File: src/rtl/updown_counter_presc.sv
// Up/down counter stepped by a prescaler tick.
// The counter stays within [0, MAX_VAL] and can either wrap or saturate at
// the bounds. It also supports synchronous clear, parallel load with clamping,
// and a one-cycle wrap event pulse.
module updown_counter_presc #(
    parameter int WIDTH     = 5,
    parameter int MAX_VAL   = 2**WIDTH-1,
    parameter int MAX_COUNT = 10_000_000,
    parameter int PRESC_W   = 24
) (
    input  logic             clk_i,
    input  logic             rst_ni,
    input  logic             en_i,
    input  logic             up_i,
    input  logic             mode_i,
    input  logic             clear_i,
    input  logic             load_i,
    input  logic [WIDTH-1:0] load_val_i,
    output logic [WIDTH-1:0] cnt_o,
    output logic             tick_o,
    output logic             wrap_o,
    output logic             max_o,
    output logic             min_o
);

    localparam logic [WIDTH-1:0]   MAX_V  = WIDTH'(MAX_VAL);
    localparam logic [PRESC_W-1:0] TERM_V = PRESC_W'(MAX_COUNT - 1);

    // Reject parameter sets the datapath cannot represent.
    generate
        if (WIDTH < 1 || MAX_VAL < 1 ||
            longint'(MAX_VAL) > ((longint'(1) << WIDTH) - 1) ||
            MAX_COUNT < 1 ||
            (longint'(1) << PRESC_W) < longint'(MAX_COUNT)) begin : g_param_check
            $error("updown_counter_presc: illegal parameter combination");
        end
    endgenerate

    logic [PRESC_W-1:0] presc_q, presc_d;
    logic [WIDTH-1:0]   cnt_q, cnt_d;
    logic               tick_q, tick_d;
    logic               wrap_q, wrap_d;
    logic               term;
    logic [WIDTH-1:0]   load_clamped;

    // Next-state logic. Priority is clear, then load, then step.
    // A load still lets the prescaler run and the tick follow term,
    // but it suppresses the step in that cycle.
    always_comb begin
        presc_d      = presc_q;
        cnt_d        = cnt_q;
        tick_d       = 1'b0;
        wrap_d       = 1'b0;
        term         = en_i && (presc_q == TERM_V);
        load_clamped = (load_val_i > MAX_V) ? MAX_V : load_val_i;

        if (clear_i) begin
            presc_d = '0;
            cnt_d   = '0;
        end else begin
            if (en_i) begin
                presc_d = term ? '0 : presc_q + PRESC_W'(1);
            end
            tick_d = term;
            if (load_i) begin
                cnt_d = load_clamped;
            end else if (term) begin
                if (up_i) begin
                    if (cnt_q < MAX_V) begin
                        cnt_d = cnt_q + WIDTH'(1);
                    end else if (!mode_i) begin
                        cnt_d  = '0;
                        wrap_d = 1'b1;
                    end
                end else begin
                    if (cnt_q != '0) begin
                        cnt_d = cnt_q - WIDTH'(1);
                    end else if (!mode_i) begin
                        cnt_d  = MAX_V;
                        wrap_d = 1'b1;
                    end
                end
            end
        end
    end

    // State registers. An asynchronous reset restarts the whole prescaler period.
    always_ff @(posedge clk_i or negedge rst_ni) begin
        if (!rst_ni) begin
            presc_q <= '0;
            cnt_q   <= '0;
            tick_q  <= 1'b0;
            wrap_q  <= 1'b0;
        end else begin
            presc_q <= presc_d;
            cnt_q   <= cnt_d;
            tick_q  <= tick_d;
            wrap_q  <= wrap_d;
        end
    end

    assign cnt_o  = cnt_q;
    assign tick_o = tick_q;
    assign wrap_o = wrap_q;
    assign max_o  = (cnt_q == MAX_V);
    assign min_o  = (cnt_q == '0);

endmodule

File: config.mk
export PLATFORM = sky130hd
export DESIGN_NAME = updown_counter_presc
export DESIGN_NICKNAME = d
export VERILOG_FILES = /design/src/rtl/updown_counter_presc.sv
export SDC_FILE = /design/constraint.sdc
export NUM_CORES = 1
export LEC_CHECK = 0
export BUFFER_PORTS_ARGS = -buffer_cell sky130_fd_sc_hd__buf_2
export CORE_MARGIN = 4
export CORE_UTILIZATION = 40
export DETAILED_ROUTE_END_ITERATION = 7
export RECOVER_POWER = 25
export SLEW_MARGIN = 10
export SYNTH_ARGS = -nofsm -noshare
export SYNTH_HDL_FRONTEND = slang
export SYNTH_SLANG_ARGS = --single-unit
File: constraint.sdc
create_clock -name clk_i -period 5.2 [get_ports clk_i]
set_clock_uncertainty 0.1 [all_clocks]
set_input_delay 0.26 -clock clk_i [delete_from_list [all_inputs] [get_ports clk_i]]
set_output_delay 0.26 -clock clk_i [all_outputs]
set_load 0.02 [all_outputs]
==> results of run 1 <==
[registers in the layout (all words and copies together), names as in the netlist]
signal	cells
cnt_o	5
presc_q	24
tick_o	1
wrap_o	1
[routing by layer]
metal / share of wire [%] / routed length, um / global-route usage (%)
met5: 0 / 0 / 0
met4: 1.5 / 59 / 5.43
met3: 6.1 / 232 / 6.15
met2: 42 / 1590 / 19.7
met1: 51 / 1940 / 19.7
[final timing paths]
| kind | start | end | slack [ns] | depth (start not counted) |
|---|---|---|---|---|
| setup reg to reg | cnt_o[0]$_DFFE_PN0P_ | cnt_o[2]$_DFFE_PN0P_ | 2.88 | 7 |
| hold reg to reg | presc_q[23]$_DFFE_PN0P_ | presc_q[23]$_DFFE_PN0P_ | 0.46 | 2 |
| max in group asynchronous | rst_ni | presc_q[10]$_DFFE_PN0P_ | 3.15 | 2 |
| setup / recovery | cnt_o[0]$_DFFE_PN0P_ | cnt_o[2]$_DFFE_PN0P_ | 2.88 | 7 |
| hold / removal | mode_i | wrap_o$_DFF_PN0_ | 0.06 | 2 |
| min in group asynchronous | rst_ni | presc_q[3]$_DFFE_PN0P_ | 0.85 | 2 |
[kinds of logic (layout without fill, tap and decap cells)]
family | count (synthesis) | after routing | synth area share, %
muxes | 5 | 5 | 2.68
DFF | 31 | 31 | 41.6
adders and majority gates | 4 | 4 | 2.68
xor gates and xnor gates | 22 | 22 | 10.3
buffers and inverters | 11 | 32 | 3.02
and+or+nand+nor | 101 | 101 | 32.2
AOI/OAI and AO/OA | 21 | 21 | 7.57
[layout by cell type, fill, tap and decap left out, types with 4 or more instances in the layout]
cell                       instances
sky130_fd_sc_hd__xnor2_1           6
sky130_fd_sc_hd__buf_2            17
sky130_fd_sc_hd__mux2i_1           5
sky130_fd_sc_hd__ha_1              4
sky130_fd_sc_hd__dfrtp_1          31
sky130_fd_sc_hd__a21oi_1           6
sky130_fd_sc_hd__nor3_1            5
sky130_fd_sc_hd__nand4_1          12
sky130_fd_sc_hd__o21ai_0           4
sky130_fd_sc_hd__nand3_1           9
sky130_fd_sc_hd__nand2_1          13
sky130_fd_sc_hd__clkbuf_8          6
sky130_fd_sc_hd__nor2_1           28
sky130_fd_sc_hd__xor2_1           16
sky130_fd_sc_hd__and3_1            6
[layout make-up]
| type | instances | area (um2) | share of cell area (%) |
|---|---|---|---|
| clock inverters | 2 | 35.0 | 1.66 |
| flip-flops and latches | 31 | 776 | 36.8 |
| repair buffers | 21 | 106 | 5.04 |
| well taps | 52 | 65.1 | 3.08 |
| clock buffers | 6 | 82.6 | 3.91 |
| inverters | 3 | 11.3 | 0.533 |
| multi-input cells | 153 | 1030 | 49.0 |
[cell usage after synthesis (2+ instances only)]
cell / instances
sky130_fd_sc_hd__inv_1: 3
sky130_fd_sc_hd__xnor2_1: 6
sky130_fd_sc_hd__dfrtp_1: 31
sky130_fd_sc_hd__nor3_1: 5
sky130_fd_sc_hd__ha_1: 4
sky130_fd_sc_hd__o21bai_1: 2
sky130_fd_sc_hd__and4_1: 2
sky130_fd_sc_hd__o21ai_0: 4
sky130_fd_sc_hd__nor4b_2: 3
sky130_fd_sc_hd__nand4_1: 12
sky130_fd_sc_hd__nand3_1: 9
sky130_fd_sc_hd__clkbuf_1: 5
sky130_fd_sc_hd__or4_1: 3
sky130_fd_sc_hd__nor3b_1: 2
sky130_fd_sc_hd__buf_6: 2
sky130_fd_sc_hd__nor2_1: 28
sky130_fd_sc_hd__nand2_1: 13
sky130_fd_sc_hd__nand2b_1: 3
sky130_fd_sc_hd__nor2b_1: 2
sky130_fd_sc_hd__o21ai_1: 2
sky130_fd_sc_hd__a21oi_1: 6
sky130_fd_sc_hd__xor2_1: 16
sky130_fd_sc_hd__mux2i_1: 5
sky130_fd_sc_hd__and3_1: 6
[metrics by stage]
stage                     hold WS, ns  power (W)
final                          0.0627   0.000546
after global routing           0.0582   0.000572
after CTS                      0.0491   0.000555
after detailed placement        0.253   0.000306
after global placement          0.246   0.000306
after floorplan                -0.136   0.000288
[repair_timing]
action | CTS | global route
hold endpoints to repair | 31 | 0
gates resized for setup | 0 | 0
hold buffers | 1 | 0
setup buffers | 0 | 0
[power breakdown]
| part | internal [W] | total [W] | switching [W] |
|---|---|---|---|
| clock network | 0.000155 | 0.000245 | 0.0000898 |
| registers | 0.000245 | 0.000252 | 0.00000729 |
| logic | 0.0000189 | 0.0000497 | 0.0000308 |
| total | 0.000418 | 0.000546 | 0.000128 |
==> flow_summary.rst, run 1 <==
.. list-table::
   :header-rows: 1

   * - Metric
     - Value
   * - Result of the run
     - finished, violations left
   * - Violated checks
     - capacitance limit, slew limit
   * - Number of violations of the max-capacitance limit
     - 1
   * - Crit path buf inv count
     - 1
   * - DRC viols
     - 0
   * - Critical Path Fanout Max
     - 9
   * - Seq/Total Area, Yosys
     - 41.6%
   * - Global placer's final weighted congestion
     - 0.802
   * - Total count of max-transition violations in the final report
     - 32
   * - # nets final
     - 231
   * - EDFF count, synth
     - 0
   * - Avg Cell Area, Syn
     - 9.57 um2
   * - Gr usage total
     - 14.3%
   * - Initial drt markers
     - 101
   * - Worst supply voltage drop on vdd
     - 159 uV
   * - Clock network latency to the later pin of the worst-skew pair
     - 0.29 ns
   * - Post-CTS clock slew at the launch and capture registers of the worst setup and hold paths
     - 0.07 ns
   * - Clock Sink Count
     - 31
   * - Initial Utilization
     - 42.0%
   * - Std-Cell Rows
     - 24
   * - Flip-flop and latch count after synthesis
     - 31
   * - Via count of the first global-routing pass
     - 1,417
   * - Top-level port count
     - 21
   * - Share of cells above drive strength 1
     - 16.7%
   * - Critical Path Start Type
     - flop
   * - Total via count in the routed design
     - 1,457
   * - Setup-violating endpoint count in the final report
     - 0
   * - Total CTS buffers
     - 5
   * - First-pass GRT wire length
     - 6710 um
   * - Data arrival time of the worst path
     - 2.38 ns
   * - Post-route non-filler standard cell count
     - 268
   * - Core area
     - 4440 um2
   * - Buffer depth of the longest clock path
     - 2
   * - Worst hold-check path type
     - primary input to flop
   * - Number of warnings reported in the yosys synthesis log
     - 0
   * - Power Dens Cells
     - 259 nW/um2
   * - Final hold violation count
     - 0
   * - Area of the die
     - 5820 um2
   * - Dominant delay contributor by cell family on the critical path
     - simple AND/OR/NAND/NOR gates
   * - Final core utilization
     - 47.5%
   * - Smallest setup slack after layout
     - 2.88 ns
   * - Slew of the pin with the lowest slew margin
     - 1.70 ns
   * - Number of library cell types mapped by synthesis
     - 45
   * - Die span in y
     - 76.3 um
   * - Minimum clock period
     - 2.32 ns
   * - TritonCTS clock tree
     - yes
   * - Slew HR
     - -13.2%
   * - Area share of the leading cell type in the synthesized netlist
     - 41.6%
   * - Initial antenna violation count
     - 0
   * - Layout overhead on the synthesized area
     - 13.1%
   * - DRT antenna net count
     - 0
   * - Cell Area, Placed
     - 1990 um2
   * - Post-synthesis async set-or-reset flop share
     - 100%
   * - Number of detailed-routing iterations run before antenna repair
     - 4
   * - X dimension of the die
     - 76.3 um
   * - Crit path required time
     - 5.26 ns
   * - Post-synthesis instance total
     - 195
   * - Most instantiated flip-flop cell in the synthesis netlist
     - sky130_fd_sc_hd__dfrtp_1
   * - Post-synth top area cell
     - sky130_fd_sc_hd__dfrtp_1
   * - Unrepaired setup endpoints after global routing
     - false
   * - Sum Neg Setup Slack
     - 0 ns
   * - Period utilization
     - 44.5%
   * - Depth of the CTS H-tree
     - 2
   * - Aggregate routed wire length
     - 3810 um
   * - Fill count
     - 432
   * - Overall overflow remaining after global route
     - 0
   * - Delay of the slowest cell on the worst path
     - 0.48 ns
   * - Crit path max-delay cell type
     - sky130_fd_sc_hd__dfrtp_1
   * - Maximum clock frequency
     - 432 MHz
   * - Mapped cell area
     - 1870 um2
   * - Port buffer count
     - 20
   * - Avg WL per Cell
     - 14.2 um
   * - Ordered list of cells on the worst path
     - inv_1, ha_1, nor4b_2, a2bb2o_1, nor4_4, nor4b_1, nor4_1
   * - Largest net degree at the start of global routing
     - 32
   * - Leakage power
     - 0.914 nW
   * - Clock root buffer
     - sky130_fd_sc_hd__clkbuf_8
   * - DPL Wire Length
     - 2650 um
   * - Antenna cell count
     - 0
   * - Drt via density
     - 5.44
   * - Crit Path Category
     - flop to flop
   * - Total non-filler cell area in the finished layout
     - 2110 um2
   * - Worst slack, placed
     - 2.89 ns
   * - Cells after DPL
     - 259
   * - Leading post-synthesis cells by cell area
     - sky130_fd_sc_hd__dfrtp_1 (42%), sky130_fd_sc_hd__xor2_1 (7.5%), sky130_fd_sc_hd__nor2_1 (5.6%), sky130_fd_sc_hd__nand4_1 (4.0%), sky130_fd_sc_hd__xnor2_1 (2.8%)
   * - Element type at the critical path end
     - flop
   * - Synth Net Count
     - 211
Power figures use the tool's default switching activity.
==> inputs of run 2 (changes only) <==
- clock period: 5.2 -> 2.2 ns (I/O delays scaled with it)
==> run 2 against run 1 <==
Compared with the run above:
- the run now ends clean
- final area rose by 9.2%
- highest routed layer unchanged
- largest cell class unchanged
- total power grew 140%
- hold slack worse by 0.051 ns
- register-to-register slack got worse by 2.7 ns
==> flow_summary.rst, run 2 (synthesis gave the netlist of run 1 again) <==
.. list-table::
   :header-rows: 1

   * - Metric
     - Value
   * - Length of routed met2 wiring
     - 1850 um
   * - Depth of the CTS H-tree
     - 2
   * - Top-level port count
     - 21
   * - Most frequent standard cell in the layout excluding fill and tap cells
     - sky130_fd_sc_hd__dfrtp_1
   * - Leakage power
     - 1.03 nW
   * - Clock root buffer
     - sky130_fd_sc_hd__clkbuf_8
   * - # nets final
     - 251
   * - Smallest setup slack after layout
     - 0.162 ns
   * - Initial drt markers
     - 28
   * - Clock network latency to the later pin of the worst-skew pair
     - 0.28 ns
   * - Wire length the detailed router placed on met1
     - 2020 um
   * - Worst slack, placed
     - 0.137 ns
   * - Sum Neg Setup Slack
     - 0 ns
   * - Crit Path Category
     - flop to flop
   * - Gr usage total
     - 14.6%
   * - DR top layer
     - met4
   * - Detailed-routed wire length on met3
     - 188 um
   * - Largest net degree at the start of global routing
     - 32
   * - Area of the die
     - 5820 um2
   * - Slew HR
     - 47.5%
   * - Initial Utilization
     - 42.0%
   * - Crit path required time
     - 2.27 ns
   * - Element type at the critical path end
     - flop
   * - Reg with most FFs
     - presc_q
   * - DRT antenna net count
     - 0
   * - Number of detailed-routing iterations run before antenna repair
     - 4
   * - Port buffer count
     - 20
   * - Unrepaired setup endpoints after global routing
     - false
   * - Global placer's final weighted congestion
     - 0.796
   * - Period utilization
     - 92.6%
   * - Maximum clock frequency
     - 491 MHz
   * - Minimum clock period
     - 2.04 ns
   * - Number of violations of the max-capacitance limit
     - 0
   * - Critical Path Start Type
     - flop
   * - Overall overflow remaining after global route
     - 0
   * - First-pass GRT wire length
     - 6990 um
   * - Data arrival time of the worst path
     - 2.11 ns
   * - Buffer depth of the longest clock path
     - 2
   * - Via count of the first global-routing pass
     - 1,503
   * - Total via count in the routed design
     - 1,526
   * - Flip-flop count of the largest register, all copies and words added
     - 24
   * - Std-Cell Rows
     - 24
   * - Most used cells in the layout excluding fill and tap cells
     - sky130_fd_sc_hd__dfrtp_1 (30), sky130_fd_sc_hd__nor2_1 (28), sky130_fd_sc_hd__buf_2 (17)
   * - Core area
     - 4440 um2
   * - Aggregate routed wire length
     - 4100 um
   * - Power Dens Cells
     - 576 nW/um2
   * - DRC viols
     - 0
   * - Resized cells post-CTS
     - 0
   * - Post-CTS clock slew at the launch and capture registers of the worst setup and hold paths
     - 0.07 ns
   * - X dimension of the die
     - 76.3 um
   * - Worst supply voltage drop on vdd
     - 386 uV
   * - Antenna cell count
     - 0
   * - Setup-violating endpoint count in the final report
     - 0
   * - Drt via density
     - 5.30
   * - Share of cells above drive strength 1
     - 23.3%
   * - Fill count
     - 421
   * - Total count of max-transition violations in the final report
     - 0
   * - Slew of the pin with the lowest slew margin
     - 0.788 ns
   * - Result of the run
     - complete, no violations
   * - Die span in y
     - 76.3 um
   * - Total CTS buffers
     - 5
   * - Critical Path Fanout Max
     - 5
   * - Layout overhead on the synthesized area
     - 23.5%
   * - TritonCTS clock tree
     - yes
   * - DPL Wire Length
     - 2960 um
   * - Worst hold-check path type
     - primary input to flop
   * - Clock Sink Count
     - 31
   * - Initial antenna violation count
     - 0
   * - Avg WL per Cell
     - 14.2 um
   * - Final hold violation count
     - 0
## run 2: worst max-delay path, cell delays in order, from the launching register on
cell and delay, ns:
sky130_fd_sc_hd__dfrtp_1 0.44, sky130_fd_sc_hd__nor4b_2 0.29, sky130_fd_sc_hd__nand4_1 0.25, sky130_fd_sc_hd__or4_1 0.60, sky130_fd_sc_hd__mux2i_1 0.17, sky130_fd_sc_hd__a21oi_1 0.08
## run 2: area by class of cell
| cell class | instances | area [um2] | share of cell area [%] |
|---|---|---|---|
| repair buffers | 41 | 290 | 12.6 |
| flip-flops and latches | 31 | 777 | 33.7 |
| clock buffers | 6 | 82.6 | 3.58 |
| clock inverters | 2 | 35.0 | 1.52 |
| inverters | 3 | 11.3 | 0.489 |
| multi-input cells | 153 | 1040 | 45.3 |
| well taps | 52 | 65.1 | 2.82 |
## run 2: through the flow
stage,hold WS [ns],utilization [%],instance area (um2),total power (W),instances
finish,0.0118,51.9,2300,0.00133,288
global route,0.0122,51.9,2300,0.00139,288
CTS,0.00775,51.4,2280,0.00135,285
detailed placement,0.105,47.9,2130,0.000752,273
global placement,0.102,47.9,2130,0.000752,273
floorplan,-0.286,-,1880,0.000684,195
## run 2: where the power goes
group | switching, W | total, W | internal, W
Sequential | 0.0000109 | 0.000589 | 0.000578
Clock | 0.000216 | 0.000582 | 0.000366
Combinational | 0.0000858 | 0.000156 | 0.0000701
Total | 0.000313 | 0.00133 | 0.00101
## run 2: repair_timing
item / CTS / global route
buffers inserted: 0 / 3
setup endpoints to repair: 0 / 1
hold endpoints to repair: 34 / 0
hold buffers: 4 / 0
## run 2: metal layers
metal,vias to the layer above,track usage (%)
li1,776,-
met1,723,19.0
met2,21,23.2
met3,6,4.73
met4,0,4.35
met5,-,0
## run 2: final timing paths
kind	from	to	slack (ns)	depth (start not counted)
setup reg to reg	presc_q[8]$_DFFE_PN0P_	cnt_o[0]$_DFFE_PN0P_	0.16	5
hold reg to reg	presc_q[23]$_DFFE_PN0P_	presc_q[23]$_DFFE_PN0P_	0.46	2
setup / recovery	presc_q[8]$_DFFE_PN0P_	cnt_o[0]$_DFFE_PN0P_	0.16	5
max in group asynchronous	rst_ni	cnt_o[0]$_DFFE_PN0P_	1.12	2
min in group asynchronous	rst_ni	presc_q[5]$_DFFE_PN0P_	0.34	2
hold / removal	load_val_i[2]	cnt_o[2]$_DFFE_PN0P_	0.01	3
==> inputs of run 3 (changes only) <==
- CORE_ASPECT_RATIO: not set -> 0.8
- TNS_END_PERCENT: not set -> 30
==> run 3 against run 2 <==
Compared with the run above:
- hold slack improved by 0.013 ns
- final area fell by 1.9%
- first-iteration DRC count rose to 4.2 times the previous value
==> flow_summary.rst, run 3 (synthesis gave the netlist of run 1 again) <==
.. list-table::
   :header-rows: 1

   * - Metric
     - Value
   * - Die span in y
     - 69.1 um
   * - Depth of the CTS H-tree
     - 2
   * - Reg with most FFs
     - presc_q
   * - DPL Wire Length
     - 2990 um
   * - Initial antenna violation count
     - 0
   * - Number of violations of the max-capacitance limit
     - 0
   * - Total CTS buffers
     - 5
   * - DRT antenna net count
     - 0
   * - Flip-flop count of the largest register, all copies and words added
     - 24
   * - DRC viols
     - 0
   * - Element type at the critical path end
     - flop
   * - Std-Cell Rows
     - 21
   * - Cell Area, Placed
     - 2140 um2
   * - Crit path max-delay cell type
     - sky130_fd_sc_hd__or4_1
   * - Data arrival time of the worst path
     - 2.12 ns
   * - Period utilization
     - 94.0%
   * - Clock Sink Count
     - 31
   * - Delay of the slowest cell on the worst path
     - 0.54 ns
   * - Overall overflow remaining after global route
     - 0
   * - Initial Utilization
     - 43.1%
   * - Avg WL per Cell
     - 14.4 um
   * - X dimension of the die
     - 84.4 um
   * - Result of the run
     - complete, no violations
   * - Slew of the pin with the lowest slew margin
     - 0.778 ns
   * - Clock network latency to the later pin of the worst-skew pair
     - 0.28 ns
   * - R2R Path Start
     - presc_q[8]$_DFFE_PN0P_
   * - Total count of max-transition violations in the final report
     - 0
   * - Most used cells in the layout excluding fill and tap cells
     - sky130_fd_sc_hd__dfrtp_1 (30), sky130_fd_sc_hd__nor2_1 (28), sky130_fd_sc_hd__buf_2 (17), sky130_fd_sc_hd__buf_4 (17), sky130_fd_sc_hd__xor2_1 (16)
   * - Crit path required time
     - 2.25 ns
   * - Worst slack, placed
     - 0.108 ns
   * - Power Dens Cells
     - 503 nW/um2
   * - Fill count
     - 412
   * - Drt via density
     - 5.36
   * - Setup-violating endpoint count in the final report
     - 0
   * - Core area
     - 4340 um2
   * - Global placer's final weighted congestion
     - 0.828
   * - Post-route non-filler standard cell count
     - 292
   * - Start point of the worst min-delay path
     - load_val_i[1]
   * - Minimum clock period
     - 2.07 ns
   * - Ordered list of cells on the worst path
     - nor4b_2, nand4_1, buf_4, or4_1, mux2i_1, a21oi_1
   * - Post-CTS clock slew at the launch and capture registers of the worst setup and hold paths
     - 0.06 ns
   * - Maximum clock frequency
     - 483 MHz
   * - Crit Path Category
     - flop to flop
   * - Largest net degree at the start of global routing
     - 32
   * - Worst supply voltage drop on vdd
     - 359 uV
   * - Critical Path Start Type
     - flop
   * - Final hold violation count
     - 0
   * - # nets final
     - 252
   * - Initial drt markers
     - 118
   * - Worst hold-check path type
     - primary input to flop
   * - Share of cells above drive strength 1
     - 22.6%
   * - Port buffer count
     - 20
   * - Resized cells post-CTS
     - 0
   * - Total non-filler cell area in the finished layout
     - 2260 um2
   * - Antenna cell count
     - 0
   * - Total via count in the routed design
     - 1,564
   * - TritonCTS clock tree
     - yes
   * - Top-level port count
     - 21
   * - Gr usage total
     - 15.3%
   * - Clock root buffer
     - sky130_fd_sc_hd__clkbuf_8
   * - Critical path launch point
     - presc_q[8]$_DFFE_PN0P_
   * - Number of detailed-routing iterations run before antenna repair
     - 4
   * - Smallest setup slack after layout
     - 0.132 ns
   * - Most frequent standard cell in the layout excluding fill and tap cells
     - sky130_fd_sc_hd__dfrtp_1
   * - Leakage power
     - 1.01 nW
   * - Buffer depth of the longest clock path
     - 2
   * - Sum Neg Setup Slack
     - 0 ns
   * - First-pass GRT wire length
     - 7130 um
   * - Cells after DPL
     - 281
   * - Via count of the first global-routing pass
     - 1,472
   * - Slew HR
     - 48.1%
   * - Layout overhead on the synthesized area
     - 21.1%
   * - Aggregate routed wire length
     - 4190 um
   * - Critical Path Fanout Max
     - 5
   * - Area of the die
     - 5830 um2
   * - Final core utilization
     - 52.2%
run 3: path summary, 6_finish.rpt:
kind,end,slack [ns],cells past startpoint
max,cnt_o[0]$_DFFE_PN0P_,0.13,6
min,cnt_o[1]$_DFFE_PN0P_,0.02,3
max reg2reg,cnt_o[0]$_DFFE_PN0P_,0.13,6
min reg2reg,presc_q[23]$_DFFE_PN0P_,0.44,2
max in group asynchronous,cnt_o[0]$_DFFE_PN0P_,1.11,2
min in group asynchronous,presc_q[4]$_DFFE_PN0P_,0.35,2
run 3: critical path, delay by kind of cell, from the launching register on:
kind,cells,cell delay (ns)
DFF,1,0.44
and+or+nand+nor,3,0.99
AOI/OAI and AO/OA,1,0.08
muxes,1,0.17
buffers and inverters,1,0.18
run 3: cell type report:
class / count / area, um2 / share of cell area (%)
flip-flops and latches: 31 / 777 / 34.4
inverters: 3 / 11.3 / 0.498
well taps: 57 / 71.3 / 3.15
repair buffers: 42 / 285 / 12.6
multi-input cells: 153 / 1040 / 46.2
clock buffers: 6 / 72.6 / 3.21
run 3: metal layers:
metal	track usage (%)	vias to the layer above	share of wire, %
met4	5.80	0	1.5
li1	-	778	-
met2	20.6	30	44
met1	23.0	750	50
met5	0	-	0
met3	4.17	6	4.3
run 3: power by group:
part	switching [W]	internal (W)
Sequential	0.0000121	0.000579
Combinational	0.0000851	0.0000653
Clock	0.000185	0.000210
run 3: metrics by stage:
| step | power [W] | hold WS [ns] |
|---|---|---|
| floorplan | 0.000684 | -0.286 |
| global placement | 0.000748 | 0.0967 |
| detailed placement | 0.000746 | 0.0979 |
| CTS | 0.00116 | 0.0215 |
| global route | 0.00120 | 0.0355 |
| finish | 0.00114 | 0.0249 |
run 3: what timing repair did:
action                                  4_1_cts  5_1_grt
endpoints found under the setup margin        0       10
endpoints found under the hold margin        34        0
hold buffers                                  4        0
buffers inserted                              0        1
